[src/rtl/mpc_dot_acc_if.sv]
// mpc_dot_acc_if: bus bundle between the multiplier/consumer side and mpc_dot_acc.
//   master: drives ce, in_valid, in_last, p, out_ready; observes the result/status.
//   slave : the accumulator; consumes the term stream, produces the result/status.
// Signals:
//   ce        - pipeline enable shared with the multiplier
//   in_valid  - operands entering the multiplier form a term
//   in_last   - term closes the burst (qualified by in_valid)
//   p         - signed multiplier product, PW bits
//   out_valid - result held in out_data
//   out_ready - consumer accepts the result
//   out_data  - rounded/scaled signed result, OW bits
//   out_ovf   - result was clipped or wrapped
//   hold_req  - out_valid & ~out_ready (combinational)
//   busy      - partial sum active or terms in flight
//   ovr_err   - sticky: a result or term count was lost
interface mpc_dot_acc_if #(
    parameter int unsigned PW = 28,
    parameter int unsigned OW = 21
);
    logic                 ce;
    logic                 in_valid;
    logic                 in_last;
    logic signed [PW-1:0] p;
    logic                 out_valid;
    logic                 out_ready;
    logic signed [OW-1:0] out_data;
    logic                 out_ovf;
    logic                 hold_req;
    logic                 busy;
    logic                 ovr_err;

    modport master (
        output ce, in_valid, in_last, p, out_ready,
        input  out_valid, out_data, out_ovf, hold_req, busy, ovr_err
    );

    modport slave (
        input  ce, in_valid, in_last, p, out_ready,
        output out_valid, out_data, out_ovf, hold_req, busy, ovr_err
    );
endinterface

[src/rtl/mpc_dot_acc.sv]
// mpc_dot_acc: signed dot-product accumulator behind a ce-gated pipelined multiplier.
// Tracks term validity through a MUL_LAT-deep delay line so that the last stage
// lines up with the product p, sums each burst into an AW-bit accumulator, then
// rounds (half toward +inf), shifts right by FRAC_SH and clips to OW bits.
// The result is held under a valid/ready handshake.
// Ports:
//   clk   - clock, rising edge
//   rst_n - asynchronous active-low reset
//   bus   - mpc_dot_acc_if.slave (ce, term stream, result handshake, status)
// Build option:
//   MPC_DOT_ACC_SAT_EN - defined: saturate the result; undefined: two's-complement wrap.
//   out_ovf reports the out-of-range condition in both builds.
module mpc_dot_acc #(
    parameter int unsigned PW      = 28,
    parameter int unsigned AW      = 36,
    parameter int unsigned OW      = 21,
    parameter int unsigned FRAC_SH = 6,
    parameter int unsigned MUL_LAT = 3
) (
    input logic          clk,
    input logic          rst_n,
    mpc_dot_acc_if.slave bus
);

    localparam int unsigned SW = AW + 1;  // one guard bit for the rounding add
    localparam int unsigned CW = 8;
    localparam logic signed [SW-1:0] RND = SW'(1) << (FRAC_SH - 1);

    typedef enum logic {
        IDLE = 1'b0,
        ACC  = 1'b1
    } state_t;

    // delay line
    logic [MUL_LAT-1:0]   r_v;
    logic [MUL_LAT-1:0]   r_l;

    // accumulate stage
    state_t               r_state;
    state_t               w_state_nxt;
    logic signed [AW-1:0] r_acc;
    logic signed [AW-1:0] w_acc_nxt;
    logic signed [AW-1:0] w_p_ext;
    logic [CW-1:0]        r_cnt;      // terms in current burst minus one
    logic [CW-1:0]        w_cnt_nxt;
    logic                 w_cnt_ovf;
    logic                 r_fin;
    logic                 w_fin_nxt;
    logic                 w_term;

    // finalise stage
    logic signed [SW-1:0] w_sum;
    logic signed [SW-1:0] w_r;
    logic [SW-OW:0]       w_hi;
    logic                 w_ovf;
    logic signed [OW-1:0] w_res;

    // output stage
    logic                 r_out_valid;
    logic signed [OW-1:0] r_out_data;
    logic                 r_out_ovf;
    logic                 r_ovr_err;
    logic                 w_can_load;
    logic                 w_accept;
    logic                 w_lost;

    // Validity/last delay line; advances with the multiplier pipeline only.
    always_ff @(posedge clk or negedge rst_n) begin
        if (!rst_n) begin
            r_v <= '0;
            r_l <= '0;
        end else if (bus.ce) begin
            r_v[0] <= bus.in_valid;
            r_l[0] <= bus.in_valid & bus.in_last;
            for (int i = 1; i < int'(MUL_LAT); i++) begin
                r_v[i] <= r_v[i-1];
                r_l[i] <= r_l[i-1];
            end
        end
    end

    assign w_p_ext = AW'(bus.p);
    assign w_term  = bus.ce & r_v[MUL_LAT-1];

    // FSM state register
    always_ff @(posedge clk or negedge rst_n) begin
        if (!rst_n) begin
            r_state <= IDLE;
        end else begin
            r_state <= w_state_nxt;
        end
    end

    // FSM next state and accumulate-stage updates
    always_comb begin
        w_state_nxt = r_state;
        w_acc_nxt   = r_acc;
        w_cnt_nxt   = r_cnt;
        w_cnt_ovf   = 1'b0;
        w_fin_nxt   = 1'b0;
        if (w_term) begin
            w_fin_nxt = r_l[MUL_LAT-1];
            case (r_state)
                IDLE: begin
                    w_acc_nxt   = w_p_ext;
                    w_cnt_nxt   = '0;
                    w_state_nxt = r_l[MUL_LAT-1] ? IDLE : ACC;
                end
                ACC: begin
                    w_acc_nxt = r_acc + w_p_ext;
                    // count pinned at 256 terms; every further term is an overrun
                    if (r_cnt == '1) begin
                        w_cnt_ovf = 1'b1;
                    end else begin
                        w_cnt_nxt = r_cnt + CW'(1);
                    end
                    if (r_l[MUL_LAT-1]) begin
                        w_state_nxt = IDLE;
                    end
                end
                default: w_state_nxt = IDLE;
            endcase
        end
    end

    // Accumulator, term counter and finalise strobe. acc keeps the closed
    // burst's sum until the next burst's first term overwrites it, which
    // is never earlier than the finalise cycle.
    always_ff @(posedge clk or negedge rst_n) begin
        if (!rst_n) begin
            r_acc <= '0;
            r_cnt <= '0;
            r_fin <= 1'b0;
        end else begin
            r_acc <= w_acc_nxt;
            r_cnt <= w_cnt_nxt;
            r_fin <= w_fin_nxt;
        end
    end

    // Round half toward +inf, scale, and range-check against OW bits.
    always_comb begin
        w_sum = SW'(r_acc) + RND;
        w_r   = w_sum >>> FRAC_SH;
        w_hi  = w_r[SW-1:OW-1];
        w_ovf = ~((&w_hi) | ~(|w_hi));
        w_res = w_r[OW-1:0];
`ifdef MPC_DOT_ACC_SAT_EN
        if (w_ovf) begin
            w_res = w_r[SW-1] ? {1'b1, {(OW-1){1'b0}}} : {1'b0, {(OW-1){1'b1}}};
        end
`endif
    end

    assign w_accept   = r_out_valid & bus.out_ready;
    assign w_can_load = ~r_out_valid | bus.out_ready;
    assign w_lost     = r_fin & ~w_can_load;

    // Output register; runs independently of ce so a held result can drain.
    always_ff @(posedge clk or negedge rst_n) begin
        if (!rst_n) begin
            r_out_valid <= 1'b0;
            r_out_data  <= '0;
            r_out_ovf   <= 1'b0;
            r_ovr_err   <= 1'b0;
        end else begin
            if (r_fin && w_can_load) begin
                r_out_valid <= 1'b1;
                r_out_data  <= w_res;
                r_out_ovf   <= w_ovf;
            end else if (w_accept) begin
                r_out_valid <= 1'b0;
            end
            r_ovr_err <= r_ovr_err | w_lost | w_cnt_ovf;
        end
    end

    assign bus.out_valid = r_out_valid;
    assign bus.out_data  = r_out_data;
    assign bus.out_ovf   = r_out_ovf;
    assign bus.ovr_err   = r_ovr_err;
    // combinational so the top level can drop ce in the same cycle
    assign bus.hold_req  = r_out_valid & ~bus.out_ready;
    assign bus.busy      = (r_state == ACC) | (|r_v);

endmodule

[src/flat_wrapper.sv]
// flat-port wrapper written by rule: the top's interface ports become plain ports
module mpc_dot_acc_flat 
#(
    parameter int unsigned PW      = 28,
    parameter int unsigned AW      = 36,
    parameter int unsigned OW      = 21,
    parameter int unsigned FRAC_SH = 6,
    parameter int unsigned MUL_LAT = 3
)
  (clk, rst_n, bus_ce, bus_in_valid, bus_in_last, bus_p, bus_out_ready, bus_out_valid, bus_out_data, bus_out_ovf, bus_hold_req, bus_busy, bus_ovr_err);
  mpc_dot_acc_if #(.PW(PW), .OW(OW)) bus_i ();
  input logic clk;
  input logic rst_n;
  input wire logic [$bits(bus_i.ce)-1:0] bus_ce;
  input wire logic [$bits(bus_i.in_valid)-1:0] bus_in_valid;
  input wire logic [$bits(bus_i.in_last)-1:0] bus_in_last;
  input wire logic [$bits(bus_i.p)-1:0] bus_p;
  input wire logic [$bits(bus_i.out_ready)-1:0] bus_out_ready;
  output wire logic [$bits(bus_i.out_valid)-1:0] bus_out_valid;
  output wire logic [$bits(bus_i.out_data)-1:0] bus_out_data;
  output wire logic [$bits(bus_i.out_ovf)-1:0] bus_out_ovf;
  output wire logic [$bits(bus_i.hold_req)-1:0] bus_hold_req;
  output wire logic [$bits(bus_i.busy)-1:0] bus_busy;
  output wire logic [$bits(bus_i.ovr_err)-1:0] bus_ovr_err;
  assign bus_i.ce = bus_ce;
  assign bus_i.in_valid = bus_in_valid;
  assign bus_i.in_last = bus_in_last;
  assign bus_i.p = bus_p;
  assign bus_i.out_ready = bus_out_ready;
  assign bus_out_valid = bus_i.out_valid;
  assign bus_out_data = bus_i.out_data;
  assign bus_out_ovf = bus_i.out_ovf;
  assign bus_hold_req = bus_i.hold_req;
  assign bus_busy = bus_i.busy;
  assign bus_ovr_err = bus_i.ovr_err;
  mpc_dot_acc #(.PW(PW), .AW(AW), .OW(OW), .FRAC_SH(FRAC_SH), .MUL_LAT(MUL_LAT)) u_core (.clk(clk), .rst_n(rst_n), .bus(bus_i));
endmodule
[config.mk]
export PLATFORM = sky130hd
export DESIGN_NAME = mpc_dot_acc_flat
export DESIGN_NICKNAME = d
export VERILOG_FILES = /design/src/rtl/mpc_dot_acc_if.sv /design/src/rtl/mpc_dot_acc.sv /design/src/flat_wrapper.sv
export SDC_FILE = /design/constraint.sdc
export NUM_CORES = 1
export LEC_CHECK = 0
export BUFFER_PORTS_ARGS = -buffer_cell sky130_fd_sc_hd__buf_2
export CAP_MARGIN = 10
export CORE_MARGIN = 2
export CORE_UTILIZATION = 35
export CTS_BUF_LIST = sky130_fd_sc_hd__clkbuf_8
export DETAILED_ROUTE_END_ITERATION = 8
export PLACE_DENSITY = 0.6
export SLEW_MARGIN = 0
export SYNTH_ARGS = -nofsm -noshare
export SYNTH_HDL_FRONTEND = slang
export SYNTH_SLANG_ARGS = --single-unit
export TNS_END_PERCENT = 10
[constraint.sdc]
create_clock -name clk -period 2.78 [get_ports clk]
set_input_delay 0.556 -clock clk [delete_from_list [all_inputs] [get_ports clk]]
set_output_delay 0.556 -clock clk [all_outputs]
set_load 0.01 [all_outputs]
==> flow_metrics.py <==
metrics = {
    "run_status": {
        "run_status": "finished clean",
    },
    "critical_path": {
        "endpoint_kind": "flip-flop",
        "crit_family": "compound AO/OA/AOI/OAI gates",
        "crit_top_cell": "o41ai_4",
        "path_max_fanout": 6,
        "crit_path_max_incr_delay_ps": 480,
        "worst_path_max_delay_cell": "dfrtp_1",
        "cp_cell_sequence": "ha_1, a21oi_2, inv_1, o41ai_4, o211ai_2, a31oi_4, o41ai_4, mux2_4, a32oi_1",
        "reg2reg_from": "u_core.r_acc[10]$_DFFE_PN0P_",
        "cp-start-kind": "flip-flop",
        "critPathRequiredTime_ps": 3080,
        "r2r_cells": 9,
        "rr_endpoint": "u_core.r_acc[35]$_DFFE_PN0P_",
        "critPathKind": "flip-flop to flip-flop",
        "r2r_slack_ps": 100,
        "cp.arrival_ps": 2970,
        "crit_buf_inv": 1,
    },
    "placed_design": {
        "gp_congestion": 0.885,
        "port_buffers": 59,
        "place_ws_ps": -285,
        "post-dp-hpwl_um": 11300,
        "dpl.cell_count": 981,
    },
    "detailed_routing": {
        "vias": 5159,
        "drt_iter0_drc": 195,
        "drc": 0,
        "wl_um": 14700,
        "drtPass1Iterations": 4,
        "wire_per_inst_um": 14.7,
        "ant_nets": 0,
        "routed_via_density": 5.17,
    },
    "cells_and_area": {
        "drive_above_1_share_pct": 23.3,
        "antenna_cells": 0,
        "final_common_cell": "nand2_1",
        "fin_nets": 849,
        "area_growth_pct": 22.9,
        "instances_no_fill": 998,
        "final_cell_mix": "95 x nand2_1, 75 x dfrtp_1, 69 x buf_4",
        "utilization_pct": 44.0,
    },
    "hold_path": {
        "hp-class": "primary input to async pin",
    },
    "synth": {
        "ys_ff_latch": 76,
        "synth_area_um2": 5660,
        "synth_fp_nets": 743,
        "synth_cells": 671,
        "synth_area_per_cell_um2": 8.44,
        "synth_area_leaders": "dfrtp_1 34%, ha_1 8.2%, nand2_1 6.4%",
        "yosysSeqAreaShare_pct": 33.6,
        "ys_async_sr_fraction_pct": 100,
        "synth.distinct_cells": 60,
        "synth_top_area_cell": "dfrtp_1",
        "synth_edf_count": 0,
        "synth_top_flop_cell": "dfrtp_1",
        "netlist.area_leader.share_pct": 33.6,
        "yosysWarningCount": 0,
    },
    "timing": {
        "finalSetupViolations": 0,
        "fmax_ghz": 0.373,
        "skew_ps": 9.67,
        "hold_viol_final": 0,
        "tightest_slew_ps": 538,
        "period_minus_slack_ps": 2680,
        "setup_ws_ps": 102,
        "slew_headroom_pct": 64.0,
        "fin_tns_setup_ps": 0,
        "final-max-slew-violation-count": 0,
        "rsz0062_at_grt": "true",
        "period_share_pct": 96.3,
    },
    "die": {
        "start_util_pct": 35.8,
        "num_rows": 46,
        "ios": 60,
        "die_y_um": 131,
        "dieArea_um2": 17200,
        "die_x_um": 131,
        "coreArea_um2": 15800,
    },
    "clocking": {
        "cts_root_buf": "clkbuf_8",
        "path_clk_slew_ps": 90,
        "cts_tree": "built",
        "clock_sinks": 76,
        "numCtsBuffers": 9,
        "htreeDepth": 3,
        "clk_latency_ps": 370,
        "clk_path_buf_depth": 2,
    },
    "power": {
        "powerDensity_nw_per_um2": 1040,
        "p_leak_uw": 0.00331,
        "ir_worst_vdd_uv": 397,
    },
    "grt": {
        "grt_use_total_pct": 17.7,
        "grt_max_degree": 40,
        "grt_pass1_vias": 5014,
        "grt_overflow": 0,
        "antenna_found_initial": 0,
        "grt_first_pass_wirelength_um": 25000,
    },
    "flow_run": {
        "drv_cap": 0,
    },
}
cell usage after synthesis, drive strengths merged (17+ instances only):
library cell  instances
a21oi                63
xor2                 27
dfrtp                76
ha                   37
nand2                96
nand3                22
and3                 20
mux2i                23
a21o                 17
nor2                 32
clkbuf               27
xnor2                25
o21ai                68
worst reg2reg max path: cells and delay by family (launching register included):
family                   cells  cell delay, ps
AO/OA/AOI/OAI                6            1370
flip-flops                   1             480
adder cells (fa/ha/maj)      1             370
multiplexers                 1             310
buffers and inverters        1             100
worst max path at each step:
stage	start	slack, ps	cells after the start	endpoint
3_5_place_dp	bus_p[0]	-290	14	u_core.r_acc[30]$_DFFE_PN0P_
5_1_grt	u_core.r_acc[0]$_DFFE_PN0P_	-40	13	u_core.r_acc[30]$_DFFE_PN0P_
2_1_floorplan	bus_p[18]	6	10	u_core.r_acc[35]$_DFFE_PN0P_
4_1_cts	u_core.r_acc[1]$_DFFE_PN0P_	8	10	u_core.r_acc[33]$_DFFE_PN0P_
3_3_place_gp	bus_p[0]	-240	14	u_core.r_acc[34]$_DFFE_PN0P_
6_report	u_core.r_acc[10]$_DFFE_PN0P_	100	9	u_core.r_acc[35]$_DFFE_PN0P_
metal layers:
layer	part of all wire, %	wire, um	global-route usage (%)
met2	44	6420	27.6
met3	4.2	620	3.32
met1	51	7470	25.3
met5	0	0	0
met4	1.0	150	4.05
per-stage QoR:
step	total power, uW	hold WS (ps)	cell area [um^2]
after floorplan	4780	260	5680
after global placement	6220	446	6640
after detailed placement	6260	454	6640
after CTS	7180	153	6840
after global routing	7930	184	6960
final	7270	154	6960
sequential cells by signal (all words and copies together) (netlist names):
signal                count
u_core.bus.out_ovf        1
u_core.r_l                3
u_core.bus.out_data      21
u_core.bus.out_valid      1
u_core.r_acc             36
u_core.r_cnt              8
u_core.r_v                3
u_core.r_state            1
u_core.r_fin              1
u_core.bus.ovr_err        1
what timing repair did:
action                     4_1_cts  5_1_grt
setup buffers                    0        1
hold buffers                     0        0
gates resized for setup          0       22
setup endpoints to repair        0       13
power breakdown:
part,leakage (uW),switching [uW],total (uW),internal (uW)
registers,0.000949,444,2000,1560
clock network,0.000107,429,886,457
logic,0.00225,2320,4380,2060
cell families after synthesis:
kind of cell | Yosys count | synth area share (%)
AOI/OAI and AO/OA | 196 | 21.7
xor gates and xnor gates | 52 | 8.04
adders and majority gates | 38 | 8.53
buffers and inverters | 49 | 3.38
DFF | 76 | 33.6
muxes | 30 | 5.52
and+or+nand+nor | 230 | 19.2
layout make-up:
| type | count | area, um^2 |
|---|---|---|
| Fill cell | 1614 | 8870 |
| Multi-Input combinational cell | 546 | 3700 |
| Clock inverter | 5 | 51.3 |
| Clock buffer | 11 | 151 |
| Tap cell | 216 | 270 |
| Timing Repair Buffer | 128 | 828 |
| Sequential cell | 76 | 1900 |
| Inverter | 16 | 60.1 |
Note: power is estimated with default switching activity, not from simulation.
